--- config.mk ---
export PLATFORM = sky130hd
export DESIGN_NAME = double_dabble_serial_flat
export DESIGN_NICKNAME = d
export VERILOG_FILES = /design/src/rtl/double_dabble_serial_if.sv /design/src/rtl/double_dabble_serial.sv /design/src/flat_wrapper.sv
export SDC_FILE = /design/constraint.sdc
export NUM_CORES = 1
export LEC_CHECK = 0
export CAP_MARGIN = 20
export CORE_MARGIN = 2
export CORE_UTILIZATION = 30
export DETAILED_ROUTE_END_ITERATION = 12
export GPL_TIMING_DRIVEN = 0
export RECOVER_POWER = 25
export SKIP_CTS_REPAIR_TIMING = 1
export SLEW_MARGIN = 20
export SYNTH_ARGS = -nofsm -noshare
export SYNTH_HDL_FRONTEND = slang
export SYNTH_SLANG_ARGS = --single-unit
--- constraint.sdc ---
create_clock -name clk -period 2.4 [get_ports clk]
set_clock_uncertainty 0.2 [all_clocks]
set_input_delay 0.48 -clock clk [delete_from_list [all_inputs] [get_ports clk]]
set_output_delay 0.48 -clock clk [all_outputs]
set_load 0.01 [all_outputs]
--- src/rtl/double_dabble_serial_if.sv ---
// double_dabble_serial_if: operand/result handshake bundle for the serial
// binary-to-BCD converter. The master side supplies operands and consumes
// results; the slave side is the converter itself.
interface double_dabble_serial_if #(
  parameter int Input_Bit_Width = 8
) ();

  localparam int Digit_Count = (Input_Bit_Width + 2) / 3;

  logic [Input_Bit_Width-1:0] in_data;
  logic                       in_valid;
  logic                       in_ready;
  logic [Digit_Count*4-1:0]   out_bcd;
  logic                       out_sign;
  logic                       out_valid;
  logic                       out_ready;
  logic                       busy;

  modport master (
    output in_data,
    output in_valid,
    output out_ready,
    input  in_ready,
    input  out_bcd,
    input  out_sign,
    input  out_valid,
    input  busy
  );

  modport slave (
    input  in_data,
    input  in_valid,
    input  out_ready,
    output in_ready,
    output out_bcd,
    output out_sign,
    output out_valid,
    output busy
  );

endinterface

--- src/rtl/double_dabble_serial.sv ---
// double_dabble_serial: multi-cycle binary-to-BCD converter using the
// shift-add-3 (double dabble) algorithm, Bits_Per_Cycle bits per enabled clock.
// Optional feature macro: DOUBLE_DABBLE_SIGNED_EN -- when defined, in_data is
// two's complement, its magnitude is converted and the sign is reported on
// out_sign; when undefined, in_data is unsigned and out_sign is tied low.
module double_dabble_serial #(
  parameter int Input_Bit_Width = 8,
  parameter int Bits_Per_Cycle  = 1
) (
  input  logic                  clk,
  input  logic                  async_rst_n,
  input  logic                  clk_en,
  double_dabble_serial_if.slave bus
);

  localparam int Digit_Count = (Input_Bit_Width + 2) / 3;
  localparam int Step_Count  = Input_Bit_Width / Bits_Per_Cycle;
  localparam int AccWidth    = Digit_Count * 4;
  localparam int CountWidth  = (Step_Count > 1) ? $clog2(Step_Count) : 1;
  localparam logic [CountWidth-1:0] CountLoad = CountWidth'(Step_Count - 1);

  typedef enum logic [1:0] {
    IDLE    = 2'd0,
    CONVERT = 2'd1,
    DONE    = 2'd2
  } state_t;

  state_t                     r_state;
  logic [Input_Bit_Width-1:0] r_operand;
  logic [AccWidth-1:0]        r_acc;
  logic [CountWidth-1:0]      r_count;
  logic [AccWidth-1:0]        r_outBcd;
  logic                       r_inReady;
  logic                       r_outValid;
  logic                       r_busy;

  logic [Input_Bit_Width-1:0] w_capOperand;
  logic [AccWidth-1:0]        w_stepAcc;
  logic [Input_Bit_Width-1:0] w_stepOp;

`ifdef DOUBLE_DABBLE_SIGNED_EN
  logic r_sign;
  logic r_outSign;
  logic w_capSign;

  // Capture the magnitude of a two's complement operand; the most negative
  // value wraps to itself, which is exactly its unsigned magnitude.
  always_comb begin
    w_capSign    = bus.in_data[Input_Bit_Width-1];
    w_capOperand = bus.in_data;
    if (w_capSign) begin
      w_capOperand = ~bus.in_data + 1'b1;
    end
  end

  assign bus.out_sign = r_outSign;
`else
  assign w_capOperand = bus.in_data;
  assign bus.out_sign = 1'b0;
`endif

  // One conversion step: Bits_Per_Cycle rounds of add-3 correction on every
  // digit followed by a 1-bit left shift of {accumulator, operand}.
  always_comb begin
    w_stepAcc = r_acc;
    w_stepOp  = r_operand;
    for (int b = 0; b < Bits_Per_Cycle; b++) begin
      for (int d = 0; d < Digit_Count; d++) begin
        if (w_stepAcc[d*4 +: 4] >= 4'd5) begin
          w_stepAcc[d*4 +: 4] = w_stepAcc[d*4 +: 4] + 4'd3;
        end
      end
      w_stepAcc = {w_stepAcc[AccWidth-2:0], w_stepOp[Input_Bit_Width-1]};
      w_stepOp  = {w_stepOp[Input_Bit_Width-2:0], 1'b0};
    end
  end

  // Control FSM plus datapath registers; every move is gated by clk_en and
  // the handshake outputs are registered decodes of the state.
  always_ff @(posedge clk or negedge async_rst_n) begin
    if (!async_rst_n) begin
      r_state    <= IDLE;
      r_operand  <= '0;
      r_acc      <= '0;
      r_count    <= '0;
      r_outBcd   <= '0;
      r_inReady  <= 1'b1;
      r_outValid <= 1'b0;
      r_busy     <= 1'b0;
`ifdef DOUBLE_DABBLE_SIGNED_EN
      r_sign     <= 1'b0;
      r_outSign  <= 1'b0;
`endif
    end else if (clk_en) begin
      case (r_state)
        IDLE: begin
          if (bus.in_valid && r_inReady) begin
            r_operand <= w_capOperand;
            r_acc     <= '0;
            r_count   <= CountLoad;
            r_inReady <= 1'b0;
            r_busy    <= 1'b1;
            r_state   <= CONVERT;
`ifdef DOUBLE_DABBLE_SIGNED_EN
            r_sign    <= w_capSign;
`endif
          end
        end

        CONVERT: begin
          r_acc     <= w_stepAcc;
          r_operand <= w_stepOp;
          if (r_count == '0) begin
            r_outBcd   <= w_stepAcc;
            r_outValid <= 1'b1;
            r_state    <= DONE;
`ifdef DOUBLE_DABBLE_SIGNED_EN
            r_outSign  <= r_sign;
`endif
          end else begin
            r_count <= r_count - 1'b1;
          end
        end

        DONE: begin
          if (bus.out_ready && r_outValid) begin
            r_outValid <= 1'b0;
            r_inReady  <= 1'b1;
            r_busy     <= 1'b0;
            r_state    <= IDLE;
          end
        end

        default: begin
          r_outValid <= 1'b0;
          r_inReady  <= 1'b1;
          r_busy     <= 1'b0;
          r_state    <= IDLE;
        end
      endcase
    end
  end

  assign bus.in_ready  = r_inReady;
  assign bus.out_valid = r_outValid;
  assign bus.busy      = r_busy;
  assign bus.out_bcd   = r_outBcd;

endmodule
--- src/flat_wrapper.sv ---
// flat-port wrapper written by rule: the top's interface ports become plain ports
module double_dabble_serial_flat 
#(
  parameter int Input_Bit_Width = 8,
  parameter int Bits_Per_Cycle  = 1
)
  (clk, async_rst_n, clk_en, bus_in_data, bus_in_valid, bus_out_ready, bus_in_ready, bus_out_bcd, bus_out_sign, bus_out_valid, bus_busy);
  double_dabble_serial_if #(.Input_Bit_Width(Input_Bit_Width)) bus_i ();
  input  logic clk;
  input  logic async_rst_n;
  input  logic clk_en;
  input wire logic [$bits(bus_i.in_data)-1:0] bus_in_data;
  input wire logic [$bits(bus_i.in_valid)-1:0] bus_in_valid;
  input wire logic [$bits(bus_i.out_ready)-1:0] bus_out_ready;
  output wire logic [$bits(bus_i.in_ready)-1:0] bus_in_ready;
  output wire logic [$bits(bus_i.out_bcd)-1:0] bus_out_bcd;
  output wire logic [$bits(bus_i.out_sign)-1:0] bus_out_sign;
  output wire logic [$bits(bus_i.out_valid)-1:0] bus_out_valid;
  output wire logic [$bits(bus_i.busy)-1:0] bus_busy;
  assign bus_i.in_data = bus_in_data;
  assign bus_i.in_valid = bus_in_valid;
  assign bus_i.out_ready = bus_out_ready;
  assign bus_in_ready = bus_i.in_ready;
  assign bus_out_bcd = bus_i.out_bcd;
  assign bus_out_sign = bus_i.out_sign;
  assign bus_out_valid = bus_i.out_valid;
  assign bus_busy = bus_i.busy;
  double_dabble_serial #(.Input_Bit_Width(Input_Bit_Width), .Bits_Per_Cycle(Bits_Per_Cycle)) u_core (.clk(clk), .async_rst_n(async_rst_n), .clk_en(clk_en), .bus(bus_i));
endmodule
==> results.yml, run 1 <==
worst_setup_path:
  worstSetupPathType: "flip-flop to primary output"
  cp_slowest_cell: "dfstp_2"
  path_buf_inv: 1
  r2r_start: "u_core.r_acc[0]$_DFFE_PN0P_"
  cp_data_required_time_ns: 1.72
  crit_arrival_ns: 1.39
  cp_top_family: "flip-flops"
  crit_chain: "clkdlybuf4s50_1"
  critPathCaptureType: "primary output"
  start_kind: "flip-flop"
  slowest_delay_ns: 0.56
  worstSetupStartpoint: "u_core.bus.in_ready$_DFFE_PN1P_"
  cp_max_fo: 4
global_route:
  grt_max_degree: 31
  antenna_found_initial: 0
  grt_pass1_vias: 1635
  grt_pass1_wl_mm: 7.75
  grt_overflow: 0
  grt_usage_pct: 13.1
final_layout:
  antenna_cells: 0
  final_cells: 323
  nets: 266
  final_layout_size_suffix_gt1_share_pct: 13.0
  fill_cells: 639
  layout_common_cells: "dfrtp_1 (39), nand2_1 (37), clkdlybuf4s50_1 (25)"
  synthToLayoutAreaGrowth_pct: 22.9
  layout_commonest_cell: "dfrtp_1"
logic_synthesis:
  synth.avg_cell_area_um2: 9.59
  synth_fp_nets: 231
  synth_edf_count: 0
  syn_inst: 210
  async_reset_ff_share_pct: 100
  yosysUniqueCellTypes: 38
  seq_area_frac_synth_pct: 49.8
  ys_seq_elements: 40
  synth_warnings: 0
  syn-cell-area_um2: 2010
  synth_ff_type: "dfrtp_1"
timing:
  worst_slew_pin_slew_ns: 0.672
  rsz0062_at_grt: "no"
  hold_ws_ns: 0.280
  setup_ws_ns: 0.333
  period_needed_ns: 2.07
  slew_headroom_pct: 55.2
  slew_viol_final: 0
  hold_viol: 0
  finalSetupViolCount: 0
  max_freq_mhz: 484
  post-route-period-util_pct: 86.1
route:
  finalWirelength_mm: 4.27
  drc: 0
  viasPerCell: 4.82
  route.top_layer_used: "met4"
  wire_per_inst_um: 13.2
  antenna_left: 0
  route.met3.wl_um: 162
  met1_length_mm: 2.17
  drt_iter0_markers: 79
  wl_met2_mm: 1.88
  vias: 1557
  dr.pass1.iters: 4
floorplan:
  core_region_area_um2: 6420
  start_util_pct: 31.4
  dieHeight_um: 85.9
  design.die.area_um2: 7390
  fp-row-count: 29
  die_x_um: 85.9
  pin_count: 29
hold_path:
  worstHoldStart: "u_core.bus.out_bcd[11]$_DFFE_PN0P_"
  holdCritPathClass: "flip-flop to flip-flop"
clock_tree:
  h-tree-depth: 2
  clock-sinks: 40
  cts-root-buf: "clkbuf_8"
  clk-insertion-delay-late_ns: 0.29
  cts_tree: "yes"
  clkTransAtPathRegs_ns: 0.08
  cts_made_buffers: 5
  clock_path_buffers: 2
place:
  dp_cells: 314
  gp_congestion: 0.810
  hpwl_mm: 3.00
  io_buffers: 26
  dp_slack_ns: 0.390
run:
  drv_cap: 0
pwr:
  leakage_nw: 1.07
  cellPowerDensity_nw_per_um2: 1120
  ir_worst_vdd_uv: 446
status:
  run_status: "finished clean"
## Yosys cell counts (2+ instances only)
cell type  instances  area (um2)
nand3_1            3        15.0
a21boi_0           2        15.0
a22oi_2            2        25.0
buf_4              4        30.0
a31oi_1            8        50.1
buf_6              3        33.8
ha_1               8         100
xnor2_1            3        26.3
o21ai_0           21         105
nor3b_1            3        22.5
nand2b_1           4        25.0
mux2_2             5        56.3
o22ai_1            5        31.3
a21oi_1           11        55.1
o21ai_1            4        20.0
nor2_1            12        45.0
nor3_1             2        10.0
dfrtp_1           39         976
buf_2              4        20.0
nand2_1           37         139
inv_1             13        48.8
## layout make-up
| class | instances | area, um2 | area share (%) |
|---|---|---|---|
| buffer | 12 | 87.6 | 3.54 |
| tap | 77 | 96.3 | 3.89 |
| sequential | 40 | 1000 | 40.5 |
| multi-input combinational | 145 | 876 | 35.4 |
| timing repair buffer | 28 | 284 | 11.5 |
| inverter | 13 | 48.8 | 1.97 |
| clock buffer | 7 | 76.3 | 3.08 |
| clock inverter | 1 | 5.00 | 0.202 |
## power breakdown
group          switching, mW  internal, mW  total (mW)
sequential             0.169         0.925        1.09
combinational          0.655         0.584        1.24
clock                  0.230         0.204       0.435
## layer usage
metal | track usage, % | vias to the layer above
li1 | - | 787
met1 | 17.2 | 733
met2 | 21.5 | 31
met3 | 3.08 | 6
met4 | 3.90 | 0
met5 | 0 | -
## per-stage QoR
step	cell area [um2]	utilization, %	power [mW]	TNS [ns]
floorplan	2010	-	1.96	0
global placement	2370	36.9	2.31	-18.15
detailed placement	2390	37.2	2.36	0
global route	2480	38.6	3.04	0
finish	2480	38.6	2.77	0
CTS	2470	38.4	2.80	0
## cell families after synthesis
group,share of synthesized area [%]
multiplexers,2.79
adder cells (fa/ha/maj),4.97
flip-flops,49.8
AO/OA/AOI/OAI,18.6
AND/OR/NAND/NOR,15.7
XOR/XNOR,1.30
buffers and inverters,6.77
other,0.186
## state kept, by name (all words and copies together) (netlist names)
| register | count |
|---|---|
| u_core.r_state | 2 |
| u_core.r_acc | 12 |
| u_core.r_count | 3 |
| u_core.bus.in_ready | 1 |
| u_core.bus.out_bcd | 12 |
| u_core.r_operand | 8 |
| u_core.bus.out_valid | 1 |
| u_core.bus.busy | 1 |
## worst paths after layout
path                                                      end  slack (ns)  depth (start not counted)
setup / recovery                                 bus_in_ready        0.33                          1
hold reg to reg            u_core.bus.out_bcd[11]$_DFFE_PN0P_        0.28                          2
max in group asynchronous     u_core.bus.in_ready$_DFFE_PN1P_        0.81                          3
hold / removal             u_core.bus.out_bcd[11]$_DFFE_PN0P_        0.28                          2
min in group asynchronous         u_core.r_acc[9]$_DFFE_PN0P_        0.53                          2
setup reg to reg                  u_core.r_acc[2]$_DFFE_PN0P_        0.50                          6
(Power assumes the default switching activity.)
==> inputs of run 2 (changes only) <==
- CORE_UTILIZATION: 30 -> 45
- CTS_BUF_LIST: not set -> sky130_fd_sc_hd__clkbuf_8
- PLACE_DENSITY: not set -> 0.68
- clock period: 2.4 -> 2.3 ns (I/O delays scaled with it)
==> run 2 against run 1 <==
Effect of this change:
- register-to-register slack worse by 0.12 ns
- sequential power up 5%
- global-route usage up 5.0 points
- core utilization up 19 points
- worst setup slack worse by 0.092 ns
- clock power up 47%
- final cell count down 7.7%
- combinational power up 4%
- cell area up 0.56%
- die area down 32%
- critical path type unchanged
==> results.yml, run 2 (synthesized netlist as in run 1, its figures left out) <==
worst_setup_path:
  cp_data_required_time_ns: 1.64
  path_buf_inv: 1
  start_kind: "flip-flop"
  cp_max_fo: 4
  slowest_delay_ns: 0.57
  cp_slowest_cell: "dfstp_2"
  cp_top_family: "flip-flops"
  crit_arrival_ns: 1.40
  critPathCaptureType: "primary output"
  worstSetupPathType: "flip-flop to primary output"
  crit_chain: "clkdlybuf4s50_1"
route:
  vias: 1583
  antenna_left: 0
  drc: 0
  viasPerCell: 5.31
  drt_iter0_markers: 60
  wire_per_inst_um: 13.4
  finalWirelength_mm: 4.01
  dr.pass1.iters: 4
hold_path:
  holdCritPathClass: "flip-flop to flip-flop"
floorplan:
  die_x_um: 70.9
  core_region_area_um2: 4320
  pin_count: 29
  fp-row-count: 24
  start_util_pct: 46.6
  dieHeight_um: 70.9
  design.die.area_um2: 5030
place:
  dpl_cell_area_um2: 2350
  io_buffers: 26
  dp_slack_ns: 0.315
  gp_congestion: 0.821
  dp_cells: 289
  hpwl_mm: 2.86
final_layout:
  synthToLayoutAreaGrowth_pct: 23.6
  final_cells: 298
  layout_common_cells: "dfrtp_1 (39), nand2_1 (37), clkdlybuf4s50_1 (25)"
  antenna_cells: 0
  final_layout_size_suffix_gt1_share_pct: 13.8
  layout_commonest_cell: "dfrtp_1"
  postLayoutCellArea_um2: 2490
  nets: 266
pwr:
  ir_worst_vdd_uv: 612
  cellPowerDensity_nw_per_um2: 1230
  leakage_nw: 1.09
  totalPowerFinal_mw: 3.06
clock_tree:
  h-tree-depth: 2
  clk-insertion-delay-late_ns: 0.30
  clkTransAtPathRegs_ns: 0.09
  cts_made_buffers: 5
  clock_path_buffers: 2
  cts_tree: "yes"
  cts-root-buf: "clkbuf_8"
  clock-sinks: 40
timing:
  slew_headroom_pct: 40.2
  setup_ws_ns: 0.240
  period_needed_ns: 2.06
  worst_slew_pin_slew_ns: 0.897
  setup-tns-final_ns: 0
  hold_viol: 0
  slew_viol_final: 0
  finalSetupViolCount: 0
  rsz0062_at_grt: "no"
  post-route-period-util_pct: 89.5
  max_freq_mhz: 486
global_route:
  grt_max_degree: 27
  grt_usage_pct: 18.1
  grt_pass1_wl_mm: 7.20
  grt_pass1_vias: 1563
  grt_overflow: 0
  antenna_found_initial: 0
status:
  run_status: "finished clean"
run:
  drv_cap: 0
run 2: cell count changes in the layout (fill, tap and decap cells not counted), sizes merged:
| cell | change |
|---|---|
| clkinv | -1 |
| bufinv | +1 |
run 2: metal layers:
metal  part of all wire [%]  GRT usage (%)
met5                      0              0
met4                    1.6           5.24
met3                    4.1           4.42
met2                     47           30.2
met1                     48           23.5
run 2: area by class of cell:
cell class / instances / area (um2)
Multi-Input combinational cell: 145 / 876
Sequential cell: 40 / 1000
Buffer: 12 / 87.6
Clock inverter: 1 / 30.0
Fill cell: 402 / 1830
Inverter: 13 / 48.8
Timing Repair Buffer: 28 / 284
Tap cell: 52 / 65.1
Clock buffer: 7 / 96.3
run 2: report_power, final:
group / leakage [nW] / internal, mW / switching, mW
Combinational: 0.524 / 0.609 / 0.677
Clock: 0.0645 / 0.383 / 0.255
Sequential: 0.500 / 0.965 / 0.171
Total: 1.09 / 1.96 / 1.10
run 2: through the flow:
stage | hold WS, ns | utilization, %
after floorplan | -0.0356 | -
after global placement | 0.260 | 54.1
final | 0.280 | 57.6
after detailed placement | 0.201 | 54.5
after CTS | -0.121 | 57.4
after global routing | 0.303 | 57.6
run 2: worst paths after layout:
| kind | cells past startpoint | slack, ns | end | from |
|---|---|---|---|---|
| setup / recovery | 1 | 0.24 | bus_in_ready | u_core.bus.in_ready$_DFFE_PN1P_ |
| hold / removal | 2 | 0.28 | u_core.bus.out_bcd[7]$_DFFE_PN0P_ | u_core.bus.out_bcd[7]$_DFFE_PN0P_ |
| setup reg to reg | 6 | 0.38 | u_core.r_acc[10]$_DFFE_PN0P_ | u_core.r_acc[8]$_DFFE_PN0P_ |
| hold reg to reg | 2 | 0.28 | u_core.bus.out_bcd[7]$_DFFE_PN0P_ | u_core.bus.out_bcd[7]$_DFFE_PN0P_ |
| max in group asynchronous | 3 | 0.65 | u_core.r_operand[7]$_DFFE_PN0P_ | async_rst_n |
| min in group asynchronous | 2 | 0.60 | u_core.bus.out_bcd[9]$_DFFE_PN0P_ | async_rst_n |
==> inputs of run 3 (changes only) <==
- CORE_UTILIZATION: 45 -> 56
- PLACE_DENSITY: 0.68 -> 0.82
==> run 3 against run 2 <==
Effect of this change:
- fmax rose by 1.3%
- register-to-register slack got worse by 0.02 ns
- global-route usage rose by 4.2 points
==> results.yml, run 3 (synthesized netlist as in run 1, its figures left out) <==
timing:
  finalSetupViolCount: 0
  slew_viol_final: 0
  setup-tns-final_ns: 0
  worst_slew_pin_slew_ns: 0.858
  post-route-period-util_pct: 88.4
  hold_ws_ns: 0.281
  rsz0062_at_grt: "no"
  slew_headroom_pct: 42.8
  hold_viol: 0
  max_freq_mhz: 492
  period_needed_ns: 2.03
hold_path:
  holdCritPathClass: "flip-flop to flip-flop"
  whs_path_depth: 2
  worstHoldStart: "u_core.bus.out_bcd[7]$_DFFE_PN0P_"
  hold_end: "u_core.bus.out_bcd[7]$_DFFE_PN0P_"
route:
  drt_iter0_markers: 88
  dr.pass1.iters: 4
  viasPerCell: 5.34
  vias: 1555
  wire_per_inst_um: 13.2
  antenna_left: 0
  finalWirelength_mm: 3.83
  drc: 0
clock_tree:
  h-tree-depth: 2
  cts_tree: "yes"
  clkTransAtPathRegs_ns: 0.07
  clock-sinks: 40
  cts-root-buf: "clkbuf_8"
  clk-insertion-delay-late_ns: 0.29
  clock_path_buffers: 2
  cts_made_buffers: 5
final_layout:
  synthToLayoutAreaGrowth_pct: 20.8
  antenna_cells: 0
  nets: 266
  fill_cells: 252
  postLayoutCellArea_um2: 2430
  final_cells: 291
  final_layout_size_suffix_gt1_share_pct: 13.1
  layout_commonest_cell: "dfrtp_1"
  layout_common_cells: "dfrtp_1 (39), nand2_1 (37), clkdlybuf4s50_1 (25)"
  final_util_pct: 71.8
global_route:
  grt_pass1_vias: 1511
  grt_usage_pct: 22.3
  antenna_found_initial: 0
  grt_max_degree: 27
  grt_overflow: 0
  grt_pass1_wl_mm: 6.94
place:
  io_buffers: 26
  dpl_cell_area_um2: 2350
  hpwl_mm: 2.73
  gp_congestion: 0.818
  dp_cells: 283
worst_setup_path:
  path_buf_inv: 1
  cp_data_required_time_ns: 1.64
  cp_slowest_cell: "dfstp_2"
  critPathCaptureType: "primary output"
  crit_cells: 1
  ff2ff_setup_slack_ns: 0.36
  crit_chain: "clkdlybuf4s50_1"
  cp_max_fo: 4
  regToRegEndpoint: "u_core.r_acc[6]$_DFFE_PN0P_"
  worstSetupPathType: "flip-flop to primary output"
  r2r_start: "u_core.r_acc[4]$_DFFE_PN0P_"
  crit_arrival_ns: 1.37
  reg2reg_depth: 6
  slowest_delay_ns: 0.56
  start_kind: "flip-flop"
  cp_top_family: "flip-flops"
floorplan:
  core_region_area_um2: 3390
  die_x_um: 64.0
  start_util_pct: 59.4
  pin_count: 29
  design.die.area_um2: 4090
  dieHeight_um: 64.0
  fp-row-count: 21
run:
  drv_cap: 0
pwr:
  leakage_nw: 1.07
  cellPowerDensity_nw_per_um2: 1170
  ir_worst_vdd_uv: 674
status:
  run_status: "finished clean"
==> run 3: cell types whose count changed in the layout (fill, tap and decap cells not counted), sizes merged <==
cell	previous run	this run
inv	13	14
bufinv	1	0
clkbuf	8	6
clkinv	0	1
==> run 3: worst min-delay path: cells and delay by family, from the launching register on <==
kind             cells  cell delay (ns)
flip-flops           1             0.34
AO/OA/AOI/OAI        1             0.06
AND/OR/NAND/NOR      1             0.04
==> run 3: cell type report <==
class	count	area, um2	area share, %
buffer	12	87.6	3.60
inverter	13	48.8	2.01
multi-input combinational	145	876	36.0
clock inverter	2	8.76	0.360
timing repair buffer	28	284	11.7
sequential	40	1000	41.2
clock buffer	5	68.8	2.83
tap	46	57.6	2.37
==> run 3: metal layers <==
layer	share of wire [%]	track usage, %	up-vias
li1	-	-	785
met1	48	27.9	731
met2	47	37.1	34
met3	3.9	5.81	5
met4	1.4	8.42	0
met5	0	0	-
==> run 3: worst max path at each step <==
stage | from | endpoint | slack, ns
final | u_core.bus.in_ready$_DFFE_PN1P_ | bus_in_ready | 0.27
after global routing | u_core.r_acc[8]$_DFFE_PN0P_ | u_core.r_acc[10]$_DFFE_PN0P_ | 0.18
after CTS | u_core.bus.in_ready$_DFFE_PN1P_ | bus_in_ready | 0.26
after detailed placement | bus_in_valid | u_core.r_acc[3]$_DFFE_PN0P_ | 0.31
after global placement | async_rst_n | u_core.r_operand[5]$_DFFE_PN0P_ | -0.45
after floorplan | u_core.r_acc[4]$_DFFE_PN0P_ | u_core.r_acc[6]$_DFFE_PN0P_ | 0.58
==> run 3: per-stage QoR <==
stage | worst slack [ns] | power, mW
detailed placement | 0.313 | 2.44
finish | 0.268 | 2.86
global route | 0.179 | 3.12
global placement | -0.445 | 2.39
floorplan | 0.581 | 2.04
CTS | 0.258 | 2.88
==> run 3: power by group <==
part           leakage [nW]  total [mW]  internal [mW]  switching, mW
Combinational         0.524        1.29          0.610          0.678
Clock                0.0452       0.430          0.202          0.228
Sequential            0.500        1.14          0.966          0.172
Total                  1.07        2.86           1.78           1.08
